[config.mk]
export PLATFORM = sky130hd
export DESIGN_NAME = display_arbiter
export DESIGN_NICKNAME = d
export VERILOG_FILES = /design/src/rtl/display_arbiter.sv
export SDC_FILE = /design/constraint.sdc
export NUM_CORES = 1
export LEC_CHECK = 0
export BUFFER_PORTS_ARGS = -buffer_cell sky130_fd_sc_hd__buf_2
export CAP_MARGIN = 20
export CORE_MARGIN = 1
export CORE_UTILIZATION = 56
export CTS_CLUSTER_DIAMETER = 80
export CTS_CLUSTER_SIZE = 16
export DETAILED_ROUTE_END_ITERATION = 8
export HOLD_SLACK_MARGIN = 0.02
export PLACE_DENSITY = 0.85
export RECOVER_POWER = 50
export SYNTH_ARGS = -nofsm -noshare
export SYNTH_HDL_FRONTEND = slang
export SYNTH_SLANG_ARGS = --single-unit
[constraint.sdc]
create_clock -name clock -period 4.2 [get_ports clock]
set_input_delay 0.84 -clock clock [delete_from_list [all_inputs] [get_ports clock]]
set_output_delay 0.84 -clock clock [all_outputs]
set_load 0.05 [all_outputs]
[src/rtl/display_arbiter.sv]
// Round-robin owner selection for the shared 4-digit seven-segment display.
// Each owner is held for at least HOLD_CYCLES before a waiting requester may take over.
module display_arbiter #(
   parameter int          NUM_REQ     = 4,
   parameter int          HOLD_CYCLES = 100000000,
   parameter logic [3:0]  IDLE_BCD    = 4'd0
) (
   input  logic                    clock,
   input  logic                    reset_n,
   input  logic [NUM_REQ-1:0]      req,
   input  logic [16*NUM_REQ-1:0]   data,
   output logic [NUM_REQ-1:0]      grant,
   output logic                    active,
   output logic [3:0]              bcd3,
   output logic [3:0]              bcd2,
   output logic [3:0]              bcd1,
   output logic [3:0]              bcd0
);

   localparam int               IDX_W    = $clog2(NUM_REQ);
   localparam int               CNT_W    = $clog2(HOLD_CYCLES) + 1;
   localparam logic [CNT_W-1:0] CNT_MAX  = CNT_W'(HOLD_CYCLES - 1);
   localparam logic [15:0]      IDLE_ALL = {4{IDLE_BCD}};

   typedef enum logic {S_IDLE, S_OWNED} state_t;

   state_t               state_q,  state_d;
   logic [NUM_REQ-1:0]   grant_q,  grant_d;
   logic                 active_q, active_d;
   logic [15:0]          bcd_q,    bcd_d;
   logic [IDX_W-1:0]     ptr_q,    ptr_d;
   logic [IDX_W-1:0]     owner_q,  owner_d;
   logic [CNT_W-1:0]     cnt_q,    cnt_d;

   logic [IDX_W:0]       pick_new;
   logic [IDX_W:0]       pick_next;
   logic                 owner_req;
   logic                 take;
   logic [IDX_W-1:0]     sel;

   function automatic logic [IDX_W-1:0] next_idx(input logic [IDX_W-1:0] i);
      return IDX_W'((int'(i) + 1) % NUM_REQ);
   endfunction

   // Returns {found, index}; scanning from the far end lets the nearest set bit win.
   function automatic logic [IDX_W:0] rr_pick(input logic [IDX_W-1:0] start,
                                              input logic [NUM_REQ-1:0] mask);
      logic [IDX_W:0]   res;
      logic [IDX_W-1:0] i_w;
      res = '0;
      for (int d = NUM_REQ - 1; d >= 0; d--) begin
         i_w = IDX_W'((int'(start) + d) % NUM_REQ);
         if (mask[i_w]) res = {1'b1, i_w};
      end
      return res;
   endfunction

   function automatic logic [15:0] slice_of(input logic [IDX_W-1:0] s,
                                            input logic [16*NUM_REQ-1:0] d);
      logic [15:0] res;
      res = '0;
      for (int i = 0; i < NUM_REQ; i++) begin
         if (IDX_W'(i) == s) res = d[16*i +: 16];
      end
      return res;
   endfunction

   always_comb begin
      state_d   = state_q;
      grant_d   = grant_q;
      active_d  = active_q;
      bcd_d     = bcd_q;
      ptr_d     = ptr_q;
      owner_d   = owner_q;
      cnt_d     = cnt_q;
      take      = 1'b0;
      sel       = '0;
      owner_req = |(req & grant_q);
      pick_new  = rr_pick(ptr_q, req);
      // The owner is masked out, so release and preemption share one search.
      pick_next = rr_pick(next_idx(owner_q), req & ~grant_q);

      case (state_q)
         S_IDLE: begin
            if (pick_new[IDX_W]) begin
               take = 1'b1;
               sel  = pick_new[IDX_W-1:0];
            end
         end
         S_OWNED: begin
            if ((!owner_req || cnt_q == CNT_MAX) && pick_next[IDX_W]) begin
               take = 1'b1;
               sel  = pick_next[IDX_W-1:0];
            end else if (!owner_req) begin
               state_d  = S_IDLE;
               grant_d  = '0;
               active_d = 1'b0;
               bcd_d    = IDLE_ALL;
               cnt_d    = '0;
            end else begin
               bcd_d = slice_of(owner_q, data);
               if (cnt_q != CNT_MAX) cnt_d = cnt_q + CNT_W'(1);
            end
         end
         default: state_d = S_IDLE;
      endcase

      if (take) begin
         state_d  = S_OWNED;
         grant_d  = NUM_REQ'(1) << sel;
         active_d = 1'b1;
         bcd_d    = slice_of(sel, data);
         owner_d  = sel;
         ptr_d    = next_idx(sel);
         cnt_d    = '0;
      end
   end

   always_ff @(posedge clock or negedge reset_n) begin
      if (!reset_n) begin
         state_q  <= S_IDLE;
         grant_q  <= '0;
         active_q <= 1'b0;
         bcd_q    <= IDLE_ALL;
         ptr_q    <= '0;
         owner_q  <= '0;
         cnt_q    <= '0;
      end else begin
         state_q  <= state_d;
         grant_q  <= grant_d;
         active_q <= active_d;
         bcd_q    <= bcd_d;
         ptr_q    <= ptr_d;
         owner_q  <= owner_d;
         cnt_q    <= cnt_d;
      end
   end

   assign grant  = grant_q;
   assign active = active_q;
   assign bcd3   = bcd_q[15:12];
   assign bcd2   = bcd_q[11:8];
   assign bcd1   = bcd_q[7:4];
   assign bcd0   = bcd_q[3:0];

endmodule

==> metrics.md <==
| Metric | Value |
|---|---|
| Status | `finished with violations` |
| Failing checks | `capacitance limit, slew limit` |
| Starting density of the core | `0.580` |
| Comb power frac | `0.677` |
| Top cells by area, synth | `dfrtp_1, a21oi_1, nand2_1` |
| Total GRT Usage | `0.312` |
| NetSw | `between 0.0015 and 0.002 W` |
| FF+latch count, synth | `54` |
| Power per cell area | `693 mW/mm²` |
| # port buffers | `90` |
| Tcrit/Tclk final | `0.920` |
| Post-Syn Instances | `between 400 and 500` |
| Vias per cell | `approximately 6.6` |
| Worst setup SP type | `flip-flop` |
| Vias in the first global route | `between 4000 and 5000` |
| Worst Hold Class | `flip-flop to flip-flop` |
| Crit-path cells | `or4b_1, nor4_1, a21boi_1, o32ai_2, inv_1, ha_1, buf_4, and3b_1, a21oi_1, o21ai_0, mux2i_1, o221ai_2` |
| Largest net degree at the start of global routing | `36` |
| WL per Instance | `18.1 µm` |
| Mapped Area | `roughly 0.0042 mm²` |
| Commonest register cell after synthesis | `dfrtp_1` |
| Crit path DAT | `between 4000 and 5000 ps` |
| Commonest non-fill, non-tap cells in the layout | `buf_2, dfrtp_1, a21oi_1` |
| Gpl congestion | `approximately 0.9` |
| DRT Wirelength | `12000 µm` |
| Synth cell types | `72` |
| Synthesis-to-layout area growth | `14.8%` |
| Period minus WS final | `3860 ps` |
| Final count of negative-setup-slack endpoints | `0` |
| Drc violations | `0` |
| Post-route antenna net violation count | `0` |
| Number of synthesized flops with an enable pin | `0` |
| Leading area contributor after synthesis | `dfrtp_1` |
| Ys Warns | `0` |
| # resized after CTS | `0` |
| RSZ-0062 raised after global routing | `false` |
| Synth top area share | `0.319` |
| Crit path largest cell delay | `570 ps` |
| Critical path startpoint | `cnt_q[10]$_DFFE_PN0P_` |
| Clock Latency Late Sink | `between 300 and 400 ps` |
| Register share of total power | `0.223` |
| Rows | `31` |
| Syn nets | `560` |
| Internal Power | `about 0.0017 W` |
| Clock sink total | `54` |
| Least-Margin Pin Slew | `~1900 ps` |
| Initial antenna violation count | `0` |
| Layout Nets | `between 600 and 700` |
| CP max stage cell | `nor4_1` |
| ANT cells | `0` |
| Worst Path Required | `roughly 4400 ps` |
| Post-CTS setup buffer count | `0` |
| Hold Crit Start | `active$_DFFE_PN0P_` |
| Worst Hold Depth | `1` |
| Switch share | `0.504` |
| Die Wd | `about 89 µm` |
| Most common cell after layout, fill and taps aside | `buf_2` |
| Hold Vio Cnt, Final | `0` |
| Max Fclk | `259 MHz` |
| Setup crit end kind | `flip-flop` |
| # IOs | `91` |
| Fraction of layout cells with a size suffix above 1 | `0.229` |
| Share of power burned in the clock network | `0.101` |
| Placed insts | `650` |
| Chip Height | `88.9 µm` |
| Critical Path Fanout Max | `18` |
| DIE AREA | `~0.008 mm²` |
| Worst vdd ir | `0.468 mV` |
| Detailed Routing Iterations Pass 1 | `5` |
| R2R cell count | `12` |
| Final Skew | `9.83 ps` |
| Filler cells | `around 630` |
| HPWL Detailed | `8620 µm` |
| Crit path kind | `flip-flop to flip-flop` |
| Finished Layout Cells | `about 660` |
| Seq/Total Area, Yosys | `0.319` |
| DR iter-0 viols | `260` |
| CTS tree | `built` |
| Slew Limit Fails | `36` |
| First-pass GRT wire length | `about 19000 µm` |
| Vias post-DR | `about 4300` |
| Gr ovfl total | `0` |
| Setup_tns | `0 ps` |
| H-tree depth | `2` |
| Clock tree buffer depth | `2` |
| Worst R2R Start | `cnt_q[10]$_DFFE_PN0P_` |
| Reg clk slew, reported paths | `~100 ps` |
| Max-Cap Viols | `1` |
| Syn avg cell area | `around 8.8 µm²` |
| Slew headroom | `-0.288` |
| FFs w/ async S/R, synth | `1.00` |
| Core box area | `around 0.0073 mm²` |
| Clk root buf | `clkbuf_8` |
| Post-CTS Hold Buffers | `0` |
| Final Core Density | `0.666` |
| P_leak | `about 2.0 nW` |
| CTS Buf Count | `5` |
==> power groups by stage <==
stage / registers (W) / clock network (W) / logic, W
2_1_floorplan: 0.00102 / 0 / 0.00145
3_3_place_gp: 0.000745 / 0 / 0.00216
3_5_place_dp: 0.000753 / 0 / 0.00223
4_1_cts: 0.000745 / 0.000343 / 0.00224
5_1_grt: 0.000763 / 0.000365 / 0.00248
6_report: 0.000749 / 0.000340 / 0.00228
==> cell type report <==
type,count,area (µm²),share of cell area
repair buffers,100,528,0.109
flip-flops and latches,54,1350,0.278
clock buffers,8,110,0.0227
inverters,12,45.0,0.00928
multi-input cells,386,2700,0.556
well taps,99,124,0.0255
==> routing by layer <==
metal | track usage | up-vias | wire (µm)
li1 | - | 2030 | -
met2 | 0.499 | 189 | 5770
met4 | 0.133 | 0 | 311
met3 | 0.0637 | 27 | 708
met5 | 0 | - | 0
met1 | 0.413 | 2083 | 5170
==> cells in the mapped netlist (4+ instances only) <==
| library cell | number |
|---|---|
| a211o_1 | 4 |
| a21o_1 | 8 |
| a21oi_1 | 53 |
| a221oi_1 | 17 |
| a22o_1 | 7 |
| a22oi_1 | 4 |
| a311oi_1 | 5 |
| and2_1 | 4 |
| and3b_1 | 15 |
| and4_1 | 6 |
| clkbuf_1 | 22 |
| dfrtp_1 | 54 |
| ha_1 | 9 |
| inv_1 | 12 |
| mux2i_1 | 15 |
| nand2_1 | 41 |
| nand2b_1 | 4 |
| nand3_1 | 9 |
| nand4_1 | 7 |
| nor2_1 | 11 |
| nor2b_1 | 18 |
| nor3_1 | 24 |
| nor3b_1 | 5 |
| nor4_1 | 6 |
| o21ai_0 | 23 |
| o221ai_1 | 7 |
| o221ai_2 | 9 |
| o31ai_1 | 7 |
| or3_1 | 5 |
| or4_1 | 7 |
==> flip-flops by register name, summed over array words and instances, names as in the netlist <==
| name | cells |
|---|---|
| grant | 4 |
| owner_q | 2 |
| state_q | 1 |
| bcd_q | 16 |
| active | 1 |
| cnt_q | 28 |
| ptr_q | 2 |
==> logic make-up after synthesis <==
group / share of synthesized area
fa+ha+maj: 0.0266
simple gates: 0.259
buf+inv: 0.0435
flops: 0.319
xor+xnor: 0.00414
compound gates: 0.303
mux: 0.0435
==> critical path, delay by kind of cell (launching register included) <==
| kind | cells | cell delay (ps) |
|---|---|---|
| AOI/OAI and AO/OA | 5 | 1090 |
| adders and majority gates | 1 | 380 |
| buffers and inverters | 2 | 410 |
| DFF | 1 | 470 |
| muxes | 1 | 120 |
| and+or+nand+nor | 3 | 1320 |
==> metrics by stage <==
stage | worst slack, ps | hold slack, ps | cell area (µm²) | power, W
finish | 337 | 488 | 4860 | 0.00337
global route | 99.0 | 531 | 4860 | 0.00360
CTS | 395 | 492 | 4850 | 0.00332
detailed placement | 435 | 467 | 4740 | 0.00298
global placement | 523 | 460 | 4740 | 0.00291
floorplan | 753 | 496 | 4230 | 0.00247
==> worst paths after layout <==
path	endpoint	slack, ps
max	bcd_q[7]$_DFFE_PN0P_	340
min	active$_DFFE_PN0P_	490
max reg2reg	bcd_q[7]$_DFFE_PN0P_	340
min reg2reg	active$_DFFE_PN0P_	490
max in group asynchronous	grant[3]$_DFFE_PN0P_	1340
min in group asynchronous	cnt_q[15]$_DFFE_PN0P_	1060
Note: power is estimated with default switching activity, not from simulation.
